==> config.mk <==
export PLATFORM = sky130hd
export DESIGN_NAME = uart_rx_param
export DESIGN_NICKNAME = d
export VERILOG_FILES = /design/src/rtl/uart_pkg.sv /design/src/rtl/uart_bit_timer.sv /design/src/rtl/uart_rx_param.sv
export SDC_FILE = /design/constraint.sdc
export NUM_CORES = 1
export LEC_CHECK = 0
export BUFFER_PORTS_ARGS = -buffer_cell sky130_fd_sc_hd__buf_4
export CAP_MARGIN = 20
export CORE_MARGIN = 3
export CORE_UTILIZATION = 39
export CTS_CLUSTER_SIZE = 25
export DETAILED_ROUTE_END_ITERATION = 10
export PLACE_DENSITY = 0.53
export SLEW_MARGIN = 20
export SYNTH_ARGS = -nofsm -noshare
export SYNTH_HDL_FRONTEND = slang
export SYNTH_SLANG_ARGS = --single-unit
==> constraint.sdc <==
create_clock -name clk -period 2.4 [get_ports clk]
set_input_delay 0.36 -clock clk [delete_from_list [all_inputs] [get_ports clk]]
set_output_delay 0.36 -clock clk [all_outputs]
set_load 0.02 [all_outputs]
==> src/rtl/uart_pkg.sv <==
`default_nettype none
// ==========================================================================
// uart_pkg : shared constants and helpers for the UART receive/transmit path
// Rev 1.0
// ==========================================================================
package uart_pkg;

  localparam int PAR_NONE = 0;
  localparam int PAR_EVEN = 1;
  localparam int PAR_ODD  = 2;

  localparam logic [2:0] ST_IDLE      = 3'd0;
  localparam logic [2:0] ST_START     = 3'd1;
  localparam logic [2:0] ST_DATA      = 3'd2;
  localparam logic [2:0] ST_PARITY    = 3'd3;
  localparam logic [2:0] ST_STOP      = 3'd4;
  localparam logic [2:0] ST_DELIVER   = 3'd5;
  localparam logic [2:0] ST_WAIT_HIGH = 3'd6;

  // Wide enough to hold CLKS_PER_BIT itself, not just CLKS_PER_BIT-1.
  function automatic int timer_width(input int clks);
    return $clog2(clks + 1);
  endfunction

endpackage
`default_nettype wire

==> src/rtl/uart_bit_timer.sv <==
`default_nettype none
// ==========================================================================
// uart_bit_timer : loadable bit-period down-counter with auto-reload
// Rev 1.0
// ==========================================================================
module uart_bit_timer
  import uart_pkg::*;
#(
  parameter int CLKS_PER_BIT = 434
) (
  input  logic                                 clk,
  input  logic                                 rst_n,
  input  logic                                 load,
  input  logic [timer_width(CLKS_PER_BIT)-1:0] load_val,
  input  logic                                 en,
  output logic                                 expire
);

  localparam int TW = timer_width(CLKS_PER_BIT);
  localparam logic [TW-1:0] C_RELOAD = TW'(CLKS_PER_BIT);

  logic [TW-1:0] r_count;

  // Loading N yields an expiry pulse N enabled cycles later.
  assign expire = en && (r_count == TW'(1));

  always_ff @(posedge clk or negedge rst_n) begin
    if (!rst_n) begin
      r_count <= '0;
    end else if (load) begin
      r_count <= load_val;
    end else if (en) begin
      r_count <= expire ? C_RELOAD : r_count - TW'(1);
    end
  end

endmodule
`default_nettype wire

==> src/rtl/uart_rx_param.sv <==
`default_nettype none
// ==========================================================================
// uart_rx_param : parametrised RS-232 receiver, 3-tap majority bit sampling
// Rev 1.0
// ==========================================================================
module uart_rx_param
  import uart_pkg::*;
#(
  parameter int CLKS_PER_BIT = 434,
  parameter int DATA_BITS    = 8,
  parameter int PARITY       = PAR_NONE,
  parameter int STOP_BITS    = 1
) (
  input  logic                 clk,
  input  logic                 rst_n,
  input  logic                 rx,
  output logic [DATA_BITS-1:0] data,
  output logic                 valid,
  input  logic                 ready,
  output logic                 frame_err,
  output logic                 parity_err,
  output logic                 overrun,
  output logic                 busy
);

  localparam int TW = timer_width(CLKS_PER_BIT);
  localparam logic [TW-1:0] C_HALF_BIT  = TW'(CLKS_PER_BIT / 2);
  localparam logic [3:0]    C_LAST_BIT  = 4'(DATA_BITS - 1);
  localparam logic          C_LAST_STOP = 1'(STOP_BITS - 1);

  logic                 r_sync1, r_sync2, r_sync3;
  logic [2:0]           r_state;
  logic                 r_pend, r_tap0, r_tap1;
  logic [3:0]           r_idx;
  logic                 r_stop_idx;
  logic [DATA_BITS-1:0] r_shift;
  logic                 r_ferr, r_perr;
  logic [DATA_BITS-1:0] r_data;
  logic                 r_valid, r_frame_err, r_parity_err, r_overrun;

  logic w_fall, w_load, w_tmr_en, w_expire, w_maj, w_par_bad;

  assign w_fall   = r_sync3 & ~r_sync2;
  assign w_load   = (r_state == ST_IDLE) && w_fall;
  assign w_tmr_en = (r_state == ST_START) || (r_state == ST_DATA) ||
                    (r_state == ST_PARITY) || (r_state == ST_STOP);

  // Taps at expiry-1 and expiry are held; the third tap is the live value
  // one cycle later, so every bit decision lands on expiry+1 (r_pend).
  assign w_maj = (r_tap0 & r_tap1) | (r_tap0 & r_sync2) | (r_tap1 & r_sync2);

  generate
    if (PARITY == PAR_EVEN) begin : g_par_even
      assign w_par_bad = (^r_shift) ^ w_maj;
    end else if (PARITY == PAR_ODD) begin : g_par_odd
      assign w_par_bad = ~((^r_shift) ^ w_maj);
    end else begin : g_par_none
      assign w_par_bad = 1'b0;
    end
  endgenerate

  uart_bit_timer #(
    .CLKS_PER_BIT(CLKS_PER_BIT)
  ) u_timer (
    .clk     (clk),
    .rst_n   (rst_n),
    .load    (w_load),
    .load_val(C_HALF_BIT),
    .en      (w_tmr_en),
    .expire  (w_expire)
  );

  always_ff @(posedge clk or negedge rst_n) begin
    if (!rst_n) begin
      r_sync1    <= 1'b1;
      r_sync2    <= 1'b1;
      r_sync3    <= 1'b1;
      r_state    <= ST_IDLE;
      r_pend     <= 1'b0;
      r_tap0     <= 1'b1;
      r_tap1     <= 1'b1;
      r_idx      <= '0;
      r_stop_idx <= 1'b0;
      r_shift    <= '0;
      r_ferr     <= 1'b0;
      r_perr     <= 1'b0;
    end else begin
      r_sync1 <= rx;
      r_sync2 <= r_sync1;
      r_sync3 <= r_sync2;
      r_pend  <= w_expire;
      if (w_expire) begin
        r_tap0 <= r_sync3;
        r_tap1 <= r_sync2;
      end
      case (r_state)
        ST_IDLE: begin
          if (w_fall) begin
            r_state    <= ST_START;
            r_idx      <= '0;
            r_stop_idx <= 1'b0;
            r_ferr     <= 1'b0;
            r_perr     <= 1'b0;
          end
        end
        ST_START: begin
          if (r_pend) r_state <= w_maj ? ST_IDLE : ST_DATA;
        end
        ST_DATA: begin
          if (r_pend) begin
            r_shift <= {w_maj, r_shift[DATA_BITS-1:1]};
            if (r_idx == C_LAST_BIT) begin
              r_state <= (PARITY != PAR_NONE) ? ST_PARITY : ST_STOP;
            end else begin
              r_idx <= r_idx + 4'd1;
            end
          end
        end
        ST_PARITY: begin
          if (r_pend) begin
            r_perr  <= w_par_bad;
            r_state <= ST_STOP;
          end
        end
        ST_STOP: begin
          if (r_pend) begin
            if (!w_maj) r_ferr <= 1'b1;
            if (r_stop_idx == C_LAST_STOP) begin
              r_state <= ST_DELIVER;
            end else begin
              r_stop_idx <= r_stop_idx + 1'b1;
            end
          end
        end
        ST_DELIVER: begin
          // A line still low after a framing error is a break: park until it rises.
          r_state <= (r_ferr && !r_sync2) ? ST_WAIT_HIGH : ST_IDLE;
        end
        ST_WAIT_HIGH: begin
          if (r_sync2) r_state <= ST_IDLE;
        end
        default: r_state <= ST_IDLE;
      endcase
    end
  end

  // A handshake in the DELIVER cycle frees the holding register first.
  always_ff @(posedge clk or negedge rst_n) begin
    if (!rst_n) begin
      r_data       <= '0;
      r_valid      <= 1'b0;
      r_frame_err  <= 1'b0;
      r_parity_err <= 1'b0;
      r_overrun    <= 1'b0;
    end else if (r_state == ST_DELIVER) begin
      if (r_valid && !ready) begin
        r_overrun <= 1'b1;
      end else begin
        r_data       <= r_shift;
        r_frame_err  <= r_ferr;
        r_parity_err <= r_perr;
        r_valid      <= 1'b1;
        r_overrun    <= 1'b0;
      end
    end else if (r_valid && ready) begin
      r_valid   <= 1'b0;
      r_overrun <= 1'b0;
    end
  end

  assign data       = r_data;
  assign valid      = r_valid;
  assign frame_err  = r_frame_err;
  assign parity_err = r_parity_err;
  assign overrun    = r_overrun;
  assign busy       = (r_state != ST_IDLE);

endmodule
`default_nettype wire
# Word-level counts from Yosys, hierarchy flattened
# Index checks and enable logic that the tools add are counted.
# totals
ff_bits	45
latch_bits	0
mem_bits_rw	0
romBits	0
in_bits	4
out_inout_bits	13
elab_cells	105
mem_count	0
# op_classes
n_addsub	3
multipliers	0
n_div	0
magnitude_cmp	0
eq_ne	19
shifts	0
mux	32
bitwise	8
n_reduce_logical	25
# ops
op	n
$mux W3	9
$mux W9	3
$pmux W3 S7	1
$ne A2 B2 Y1 const B	10
$mux W4	3
$mux W1	11
$reduce_bool A2 Y1	5
$eq A3 B3 Y1 const B	3
$eq A9 B1 Y1 const B	1
$sub A9 B1 Y9 const B	1
$pmux W4 S2	1
$reduce_and A4 Y1	2
$reduce_and A8 Y1	1
$eq A3 B2 Y1 const B	2
$pmux W1 S2	3
$reduce_and A2 Y1	3
$reduce_and A3 Y1	2
$logic_and A1 B1 Y1	5
$add A4 B1 Y4 const B	1
$and A1 B1 Y1	4
$eq A4 B3 Y1 const B	1
$eq A3 B1 Y1 const B	1
$logic_not A3 Y1	1
$logic_or A1 B1 Y1	3
7 further kinds	10

# Logic depth before layout (Yosys ltp)
# Gate-level depths: netlist (run 1).
# logic_depth
ltp_word	8
ltp_mapped	7
depth_no_buf	6

# Modules after synthesis
# From an unflattened synthesis (run 1), not the netlist that was laid out.
# hier_totals
hier_cells	181
area_unflattened_um2	2078.2
# modules_own_cells
mod	instances	cells_each	area_each_um2	seq_area_each_um2
uart_rx_param	1	113	1463.9	832.0
uart_bit_timer	1	68	614.3	225.2

# Worst setup path after synthesis (run 1)
# OpenSTA, ideal clock, no wires.
# synth_timing
path_kind	register -> register
start	reg u_timer.r_count[0]
end	reg u_timer.r_count[6]
setup_time_ns	0.124
t_arrival_ns	1.746
setup_slack_ns	0.530
stages_incl_launch_ff	8
path_buffers	1
period_less_slack_ns	1.870
cell_sequence	dfrtp_1 inv_1 ha_1 clkbuf_1 or4b_1 nor2_1 nand2_1 a211o_1
# synth_between
elab_chain_len	5
# synth_lines
item	line	rtl
start, declared	uart_bit_timer.sv:22	logic [TW-1:0] r_count;
start signal, assigned	uart_bit_timer.sv:31	r_count <= load_val;
start signal, assigned	uart_bit_timer.sv:33	r_count <= expire ? C_RELOAD : r_count - TW'(1);
parallel branches: the longest is 2 deep, another holds $sub A9 B1 Y9	-	
$mux W9 (*)	uart_bit_timer.sv:33	
$mux W9 (*)	uart_bit_timer.sv:32	end else if (en) begin
$mux W9 (*)	uart_bit_timer.sv:30	end else if (load) begin
# Mark *: on every way between the ends. The select of a mux whose other input is x is not followed.
# A chain may end at the register's enable or synchronous reset.

# Worst setup path in the final report (run 1)
# Ends and elaborated chain as after synthesis.

==> run metrics, run 1 <==
Post-CTS Setup Repair Bufs=0; Clock Latency Late Sink=0.29 ns; Final Hold Fails=0; Die Wd=79.2 um; maximum fanout along the worst path=8; clk root buf=clkbuf_8; first-pass GRT wire length=about 6700 um; clk_skew=approximately 0.0044 ns; Worst Hold Class=input pin to asynchronous set/reset pin; FF-to-FF path depth=6; Slew Limit Headroom=0.636; worst flop-to-flop path endpoint=u_timer.r_count[6]; Seq/Total Area, Yosys=0.506; Arrival @ worst endpoint=2.11 ns; final hold slack=0.0346 ns; antenna violations before repair=0; GR Overflow Total=0; Cell variety after synth=52; Detailed Route WL=roughly 4000 um; Synth Warn #=0; Max Cap Viol=0; synth top area cells=dfrtp_1 (44%), mux2_2 (11%), dfstp_2 (6.3%), o21ai_0 (2.4%), a21oi_1 (1.9%); ANT nets after route=0; Synth Area per Inst=11.1 sq um; CTS Buf Count=5; port buffer count=15; Crit. End Element=register; Post-synth EDFFs=0; RD Place Congestion=0.883; share of cells above drive strength 1=0.279; non-filler instance count after layout=274; synthesis-to-layout area growth=11.6%; status=complete, no violations; dominant synthesized flop cell=dfrtp_1; CTS tree=done; reg2reg setup slack=0.47 ns; worst endpoint required time=2.58 ns; final setup fails=0; maximum VDD drop=348 uV; unrepaired setup endpoints after global routing=false; DRT iter0 DRCs=between 60 and 70; vias in the first global route=1395; Core Area=5140 sq um; ys async rst share=1.00; dpl hpwl=2850 um; DR vias/cell=around 5.5; top-area cell type share of the netlist area=0.443; largest net degree at the start of global routing=43; clk sinks=42; GRT Util Overall=0.134; period utilization=0.803; DR DRC count=0; total negative slack=0 ns; PwrDens=852 nW/um^2; fillcell total=521; worst-case clock buffer depth=2; fin crit period=1.93 ns; Nets=210; Starting Density=0.407; top cell type by total area after synthesis=dfrtp_1; I/O pin count=17; # diodes=0; DP Cell Count=266; vias=approximately 1500; Static Leak=1.05 nW; Die Area=6280 sq um; hold_buf cts=0; post_cts resized=0; Final Cell Area=between 2000 and 2500 sq um; r2r startpoint=u_timer.r_count[0]; Seq cells post-synth=42; Slew @ Worst Pin=approximately 0.55 ns; clock-pin slew on the worst setup and hold paths=0.09 ns; dpl cell area=~2200 sq um; first-pass detailed-route iteration total=4; Synth Cell Area=~2100 sq um; Max Slew Vio Count=0; Syn Inst Count=roughly 190; Startpoint Class=register; fmax=0.519 GHz; Syn Nets=196; Setup CP Type=register to register; Rows=26; WL per Instance=14.4 um; die height=79.2 um; H-tree depth=2
[cells in the mapped netlist (all sizes together) (4+ instances only)]
| cell | n |
|---|---|
| a21oi | 9 |
| mux2 | 20 |
| inv | 7 |
| dfstp | 5 |
| dfrtp | 37 |
| nand2 | 9 |
| nor3 | 4 |
| nand3 | 7 |
| and3 | 4 |
| clkbuf | 5 |
| o21ai | 11 |
| buf | 6 |
| a31oi | 4 |
| nor2 | 11 |
[cell families after synthesis]
family                     count (synthesis)  synth area share
and+or+nand+nor                           54             0.146
AOI/OAI and AO/OA                         46             0.151
DFF                                       42             0.506
muxes                                     22             0.117
buffers and inverters                     18            0.0473
adders and majority gates                  4            0.0227
xor gates and xnor gates                   2           0.00838
other                                      1           0.00179
[layout by cell type (no fill, tap or decap), drive strengths merged, types with 2 or more instances in the layout]
cell type  netlist  final
a31oi            4      4
clkbuf           5      5
ha               3      3
nand2            9      9
buf              6     18
o2bb2ai          2      2
xor2             2      2
inv              7      8
nor3             4      4
nor2            11     11
a21oi            9      9
or2              2      2
nand3            7      7
and2             2      2
o211ai           3      3
a311oi           3      3
o21ai           11     11
dfrtp           37     37
mux2            20     20
nand2b           3      3
dfstp            5      5
a21o             2      2
mux2i            2      2
clkinvlp         0      2
o2111ai          3      3
nor4b            2      2
nor3b            3      3
and3             4      4
[area by class of cell]
| type | instances | area (sq um) | area share |
|---|---|---|---|
| Sequential cell | 42 | 1060 | 0.453 |
| Multi-Input combinational cell | 129 | 935 | 0.401 |
| Timing Repair Buffer | 18 | 135 | 0.0579 |
| Tap cell | 70 | 87.6 | 0.0375 |
| Clock buffer | 5 | 68.8 | 0.0295 |
| Inverter | 7 | 26.3 | 0.0113 |
| Clock inverter | 3 | 23.8 | 0.0102 |
[sequential cells by signal, indices dropped and copies added (netlist names)]
register / flops
frame_err: 1
u_timer.r_count: 9
r_sync3: 1
r_shift: 8
r_pend: 1
data: 8
r_idx: 4
overrun: 1
r_state: 3
valid: 1
r_sync1: 1
r_tap1: 1
r_tap0: 1
r_ferr: 1
r_sync2: 1
[metrics by stage]
step | setup WS (ns) | util | total power [W]
finish | 0.472 | 0.454 | 0.00199
global route | 0.323 | 0.454 | 0.00213
CTS | 0.493 | 0.454 | 0.00200
detailed placement | 0.493 | 0.436 | 0.00153
global placement | 0.543 | 0.436 | 0.00152
floorplan | 0.530 | - | 0.00142
[where the power goes]
| part | internal, W | switching [W] |
|---|---|---|
| combinational | 0.000259 | 0.000310 |
| sequential | 0.000806 | 0.000149 |
| clock | 0.000208 | 0.000258 |
| total | 0.00127 | 0.000716 |
[layer usage]
layer / track usage / up-vias / share of wire
met3: 0.0408 / 6 / 0.062
met2: 0.207 / 46 / 0.47
li1: - / 722 / -
met1: 0.183 / 730 / 0.46
met5: 0 / - / 0
met4: 0.0344 / 0 / 0.012
[critical path: stages, from the launching register on]
cell	delay (ns)
dfrtp_1	0.43
inv_1	0.13
ha_1	0.31
or4b_1	0.48
nor2_1	0.13
nand2_1	0.06
a211o_1	0.28
[worst max-delay path by stage]
stage	endpoint	start	cells past startpoint
final	u_timer.r_count[6]	u_timer.r_count[0]	6
after global routing	u_timer.r_count[6]	u_timer.r_count[0]	6
after CTS	u_timer.r_count[6]	u_timer.r_count[0]	6
after detailed placement	u_timer.r_count[6]	u_timer.r_count[0]	6
after global placement	u_timer.r_count[6]	u_timer.r_count[0]	6
after floorplan	u_timer.r_count[6]	u_timer.r_count[0]	7
Power figures use the tool's default switching activity.
==> run 2: changes to the inputs <==
PLACE_DENSITY = 0.55   (was 0.53)
clock period = 1.6 ns   (was 2.4 ns; I/O delays follow)
==> run 2 against run 1 <==
The run now ends with negative setup slack left. Critical path depth is 3 lower. Utilization is 7.5 points higher. Register-to-register slack worse by 0.47 ns. Clock-buffer cell count is 1 higher. Global-route usage is 3.0 points higher. Final cell count is 12% higher. Worst setup slack worse by 0.49 ns. Flip-flop and latch count stayed put. Wire length is 16% higher. Critical path type is now register to primary output. Largest power group is now combinational cells.
==> run metrics, run 2 (synthesized netlist as in run 1, its figures left out) <==
Slew Limit Headroom=0.648 (+0.0118); die height=79.2 um (unchanged); clk root buf=clkbuf_8; Post-Place Setup Slack=-0.0750 ns (-0.568 ns); FF/Latch Area=1060 sq um (+0.36%); Die Area=6280 sq um (unchanged); Arrival @ worst endpoint=1.38 ns (-0.73 ns); Top Metal Used=met4; unrepaired setup endpoints after global routing=true; Final Hold Fails=0 (unchanged); Clock Latency Late Sink=0.29 ns (about the same); I/O pin count=17 (unchanged); first-pass GRT wire length=8120 um (+21%); most frequent cells in the layout=buf_4 (45), dfrtp_1 (34), mux2_2 (18), nor2_1 (9), nand2_1 (9); clk_skew=0.00527 ns (+0.000890 ns); Max Slew Vio Count=0 (unchanged); Nets=243 (+16%); period utilization=1.01; area of the multi-input gates=1040 sq um (+11%); largest net degree at the start of global routing=43 (unchanged); CTS tree=done; DRT iter0 DRCs=84 (+33%); GRT Util Overall=0.164 (+0.0297); metal3 WL=167 um (-32%); H-tree depth=2 (unchanged); fin crit period=approximately 1.6 ns; setup slack after layout=-0.0218 ns (-0.494 ns); Rows=26 (unchanged); ANT nets after route=0 (unchanged); share of cells above drive strength 1=0.460 (+0.181); cell breakdown of the critical path=or3_4, buf_6, buf_6; DR vias/cell=5.36 (-2.3%); dpl hpwl=3230 um (+13%); fillcell total=491 (-5.8%); most numerous cell on the critical path=buf_6; WL per Instance=15.0 um (+3.8%); GR Overflow Total=0 (unchanged); status=finished, violations left; maximum fanout along the worst path=5 (-3); final setup fails=4 (+4); worst endpoint required time=1.36 ns (-1.22 ns); fmax=around 0.62 GHz; Core Area=5140 sq um (unchanged); # diodes=0 (unchanged); CP max-delay cell=or3_4; clock-pin slew on the worst setup and hold paths=0.08 ns (about the same); port buffer count=15 (unchanged); CTS Buf Count=5 (unchanged); Static Leak=1.24 nW (+18%); Detailed Route WL=4600 um (+16%); worst-case clock buffer depth=2 (unchanged); synthesis-to-layout area growth=30.1%; vias=1647 (+9.5%); Crit. End Element=primary output; Die Wd=79.2 um (unchanged); maximum VDD drop=539 uV (+55%); Setup CP Type=register to primary output; final hold slack=0.0561 ns (+0.0216 ns); first-pass detailed-route iteration total=4 (unchanged); Starting Density=0.407 (unchanged); Startpoint Class=register; failing checks=negative setup slack; Slew @ Worst Pin=0.528 ns (-0.0177 ns); M1 wire length=2090 um (+15%); Largest Register=u_timer.r_count; clk sinks=42 (unchanged); vias in the first global route=1729 (+24%); Worst Hold Class=input pin to register; antenna violations before repair=0 (unchanged); max FFs per register=9 (unchanged); metal2 WL=2310 um (+25%); Max Cap Viol=0 (unchanged); most common cell after layout, fill and taps aside=buf_4; worst stage delay on the critical path=0.43 ns (-0.05 ns); PwrDens=1300 nW/um^2 (+52%); RD Place Congestion=0.845 (-4.3%); DR DRC count=0 (unchanged)
==> run 2: cell count changes in the layout (fill, tap and decap cells not counted), sizes merged <==
cell         previous run  this run
dlygate4sd3             0         1
clkinv                  0         2
clkbuf                  5         6
buf                    18        50
clkinvlp                2         0
inv                     8         7
==> run 2: path summary, 6_finish.rpt <==
check                      startpoint            endpoint  slack [ns]  cells past startpoint
hold / removal                     rx             r_sync1        0.06                      1
min in group asynchronous       rst_n  u_timer.r_count[6]        0.47                      2
hold reg to reg               r_sync1             r_sync2        0.36                      0
setup reg to reg           r_state[1]              r_tap0           0                      5
max in group asynchronous       rst_n          r_state[2]        0.72                      2
setup / recovery           r_state[1]                busy       -0.02                      3
==> run 2: final cells by class <==
| cell class | count | share of cell area |
|---|---|---|
| clock buffers | 6 | 0.0267 |
| clock inverters | 2 | 0.00506 |
| inverters | 7 | 0.00966 |
| multi-input cells | 129 | 0.381 |
| flip-flops and latches | 42 | 0.390 |
| well taps | 70 | 0.0322 |
| repair buffers | 51 | 0.155 |
==> run 2: per-layer routing <==
layer / global-route usage / vias up
li1: - / 783
met1: 0.218 / 825
met2: 0.272 / 33
met3: 0.0363 / 6
met4: 0.0378 / 0
met5: 0 / -
==> run 2: critical path: cells and delay by family (launching register included) <==
family | cells | cell delay [ns]
buffers and inverters | 2 | 0.26
AND/OR/NAND/NOR | 1 | 0.43
flip-flops | 1 | 0.42
==> run 2: power breakdown <==
part / switching [W] / internal, W / total, W
Sequential: 0.000192 / 0.00121 / 0.00141
Clock: 0.000355 / 0.000308 / 0.000663
Combinational: 0.000689 / 0.000768 / 0.00146
==> run 2: through the flow <==
stage                      util  power (W)  cells  setup TNS (ns)  instance area, sq um
after CTS                 0.514    0.00343    306          -0.167                  2640
final                     0.529    0.00353    307         -0.0323                  2720
after detailed placement  0.476    0.00257    288          -0.247                  2450
after floorplan               -    0.00221    189          -0.126                  2120
after global placement    0.476    0.00257    288          -0.151                  2450
after global routing      0.529    0.00378    307          -0.680                  2720
==> run 2: repair_timing <==
action,in CTS,in global routing
setup endpoints to repair,11,33
cloned,0,0
buffers inserted,9,1
hold buffers,1,0
pin swaps,4,10
gates resized for setup,10,19
hold endpoints to repair,37,0
==> run 3: changes to the inputs <==
CORE_UTILIZATION = 40   (was 39)
PLACE_DENSITY = 0.56   (was 0.55)
SYNTH_HIERARCHICAL = 1   (was default)
==> run 3 against run 2 <==
The run still ends with negative setup slack left. Global-route usage fell by 2.1 points. Clock-buffer cell count down 1. Utilization up 4.7 points. Flip-flop and latch count stayed put. Critical path depth is 3 higher. Clock power rose by 2%. Combinational power grew 32%. Design area up 3.3%. Sequential share of layout area shrank 1.4 points. Via count down 5.3%. Largest power group unchanged. Highest routed layer unchanged.
==> run metrics, run 3 <==
Top Metal Used=met4; I/O pin count=17 (unchanged); top-area cell type share of the netlist area=0.446 (+0.00267); CTS Buf Count=5 (unchanged); Final Hold Fails=0 (unchanged); count leader, synth=dfrtp_1; Die Area=6100 sq um (-2.9%); share of cells above drive strength 1=0.488 (+0.0277); clk sinks=42 (unchanged); Clock Latency Late Sink=0.29 ns (about the same); CTS tree=done; status=finished, violations left; largest net degree at the start of global routing=43 (unchanged); top cell type by total area after synthesis=dfrtp_1; Synth Area in Compound Gates=0.117 (-0.0340); combinational power share=0.481 (+0.068); Slew @ Worst Pin=0.524 ns (-0.00399 ns); most common cell after layout, fill and taps aside=buf_4; fin crit period=1.91 ns (+0.290 ns); Seq/Total Area, Yosys=0.509 (+0.00304); die height=78.1 um (-1.4%); Nets=248 (+2.1%); Arrival @ worst endpoint=2.15 ns (+0.77 ns); Largest Register=u_timer/r_count; Cell variety after synth=49 (-5.8%); GR Overflow Total=0 (unchanged); GRT Util Overall=0.142 (-0.0213); Static Leak=1.31 nW (+5.5%); maximum fanout along the worst path=2 (-3); DR DRC count=0 (unchanged); Max Cap Viol=0 (unchanged); failing checks=negative setup slack; Synth Area per Inst=11.5 sq um (+3.8%); vias=1560 (-5.3%); Post-Synth Adder-Cell Area=0.0229 (+0.000137); RD Place Congestion=0.849 (+0.49%); mux share of post-synthesis cell area=0.133 (+0.0158); dpl hpwl=2930 um (-9.4%); metal3 WL=142 um (-15%); ys async rst share=1.00 (unchanged); Max Slew Vio Count=0 (unchanged); internal power=0.00258 W (+13%); Final Cell Area=2810 sq um (+3.3%); clk root buf=clkbuf_8; metal2 WL=2270 um (-1.9%); clock-pin slew on the worst setup and hold paths=0.08 ns (about the same); Rows=25 (-3.8%); worst endpoint required time=1.83 ns (+0.47 ns); top cells by count, synth=dfrtp_1 (37), mux2_2 (21), nand2_1 (15); vias in the first global route=1461 (-16%); Clock power frac=0.168 (-0.020); dominant synthesized flop cell=dfrtp_1; Net Switching=0.00144 W (+16%); Detailed Route WL=4380 um (-4.9%); port buffer count=15 (unchanged); period utilization=1.19 (+0.181); most frequent cells in the layout=buf_4 (41), dfrtp_1 (37), mux2_2 (18), nand2_1 (15), conb_1 (10); synth top area cells=dfrtp_1 (45%), mux2_2 (11%), dfstp_2 (6.3%), nand2_1 (2.7%), inv_1 (2.0%); Syn Inst Count=181 (-4.2%); final setup fails=13 (+9); CP bufs+invs=1 (-1); final hold slack=0.0506 ns (-0.00557 ns); dpl cell area=2500 sq um (+2.1%); first-pass detailed-route iteration total=4 (unchanged); worst-case clock buffer depth=2 (unchanged); setup slack after layout=-0.312 ns (-0.290 ns); Startpoint Class=register; unrepaired setup endpoints after global routing=true; # diodes=0 (unchanged); simple-gate share of the synthesized area=0.148 (+0.00208); H-tree depth=2 (unchanged); maximum VDD drop=715 uV (+33%); WL per Instance=14.2 um (-5.5%); antenna violations before repair=0 (unchanged); fillcell total=425 (-13%); main combinational cell family by area after synthesis=simple AND/OR/NAND/NOR gates; DRT iter0 DRCs=76 (-9.5%); first-pass GRT wire length=6840 um (-16%); Core Area=4880 sq um (-5.1%); total negative slack=-2.36 ns (-2.33 ns); Synth Warn #=6 (+6); max FFs per register=9 (unchanged); ANT nets after route=0 (unchanged); synthesis-to-layout area growth=35.2%; XOR/XNOR share of the synthesized area=0.0169 (+0.00848); CP max-delay cell=or4b_4; sequential share of power=0.351 (-0.048); Crit. End Element=register; Starting Density=0.426 (+0.0191); worst stage delay on the critical path=0.51 ns (+0.08 ns); Setup CP Type=register to register; Post-synth EDFFs=0 (unchanged); fmax=0.523 GHz (-15%); Worst Hold Class=input pin to register; cell breakdown of the critical path=nor2_4, xnor2_2, or4b_4, buf_6, o31ai_1, mux2_2; Synth Cell Area=2080 sq um (-0.60%); Slew Limit Headroom=0.651 (+0.00266); Post-Place Setup Slack=-0.342 ns (-0.267 ns); clk_skew=0.00455 ns (-0.000722 ns); Die Wd=78.1 um (-1.4%); M1 wire length=1920 um (-7.9%); DR vias/cell=5.05 (-5.9%); PwrDens=1430 nW/um^2 (+10%); switch share=0.358 (+0.00767); Seq cells post-synth=42 (unchanged); CP top delay family=simple AND/OR/NAND/NOR gates
-- run 3: changes by cell type in the layout (fill, tap and decap cells not counted), moves of 3 or more --
cell      change
conb_1        +9
nand2_1       +6
buf_4         -4
buf_6         +4
nor2_1        -4
and3_1        -3
dfrtp_1       +3
dfrtp_2       -3
inv_1         +3
nor3_1        -3
o211ai_1      -3
o21ai_0       -3
o31ai_2       +3
-- run 3: logic make-up (layout without fill, tap and decap cells) --
logic type,count (synthesis),after routing
other,2,10
XOR/XNOR,4,4
AO/OA/AOI/OAI,35,35
flip-flops,42,42
buffers and inverters,20,73
adder cells (fa/ha/maj),4,4
AND/OR/NAND/NOR,49,49
multiplexers,25,25
-- run 3: cell type report --
type	instances	area, sq um	area share
clock buffers	5	68.8	0.0245
flip-flops and latches	42	1060	0.376
clock inverters	3	21.3	0.00757
repair buffers	54	477	0.170
well taps	67	83.8	0.0298
inverters	11	41.3	0.0147
multi-input cells	127	1060	0.378
-- run 3: routing by layer --
metal / vias to the layer above / global-route usage
met3: 6 / 0.0356
met1: 771 / 0.188
met2: 29 / 0.232
met4: 0 / 0.0420
li1: 754 / -
met5: - / 0
-- run 3: power groups by stage --
stage / clock [W] / sequential (W) / combinational, W
2_1_floorplan: 0 / 0.00145 / 0.000881
3_3_place_gp: 0 / 0.00141 / 0.00147
4_1_cts: 0.000704 / 0.00140 / 0.00172
5_1_grt: 0.000757 / 0.00143 / 0.00210
3_5_place_dp: 0 / 0.00141 / 0.00150
6_report: 0.000677 / 0.00141 / 0.00193
-- run 3: what timing repair did --
action | 4_1_cts | 5_1_grt
hold endpoints to repair | 37 | 0
pin swaps | 5 | 7
buffers inserted | 3 | 5
gates cloned | 0 | 1
setup endpoints to repair | 13 | 24
hold buffers | 1 | 0
resized for setup | 23 | 13
-- run 3: final timing paths --
path / start / slack, ns / depth (start not counted) / endpoint
worst min register to register: r_sync1 / 0.36 / 0 / r_sync2
min in group asynchronous: rst_n / 0.47 / 2 / u_timer/r_count[1]
max in group asynchronous: rst_n / 0.75 / 2 / r_sync1
worst max-delay path: r_state[1] / -0.31 / 6 / u_timer/r_count[6]
worst max register to register: r_state[1] / -0.31 / 6 / u_timer/r_count[6]
worst min-delay path: rx / 0.05 / 1 / r_sync1
-- run 3: through the flow --
stage / total power (W) / cells / util
2_1_floorplan: 0.00233 / 189 / -
3_3_place_gp: 0.00288 / 291 / 0.512
3_5_place_dp: 0.00291 / 291 / 0.512
6_report: 0.00402 / 309 / 0.576
4_1_cts: 0.00383 / 303 / 0.557
5_1_grt: 0.00428 / 309 / 0.576
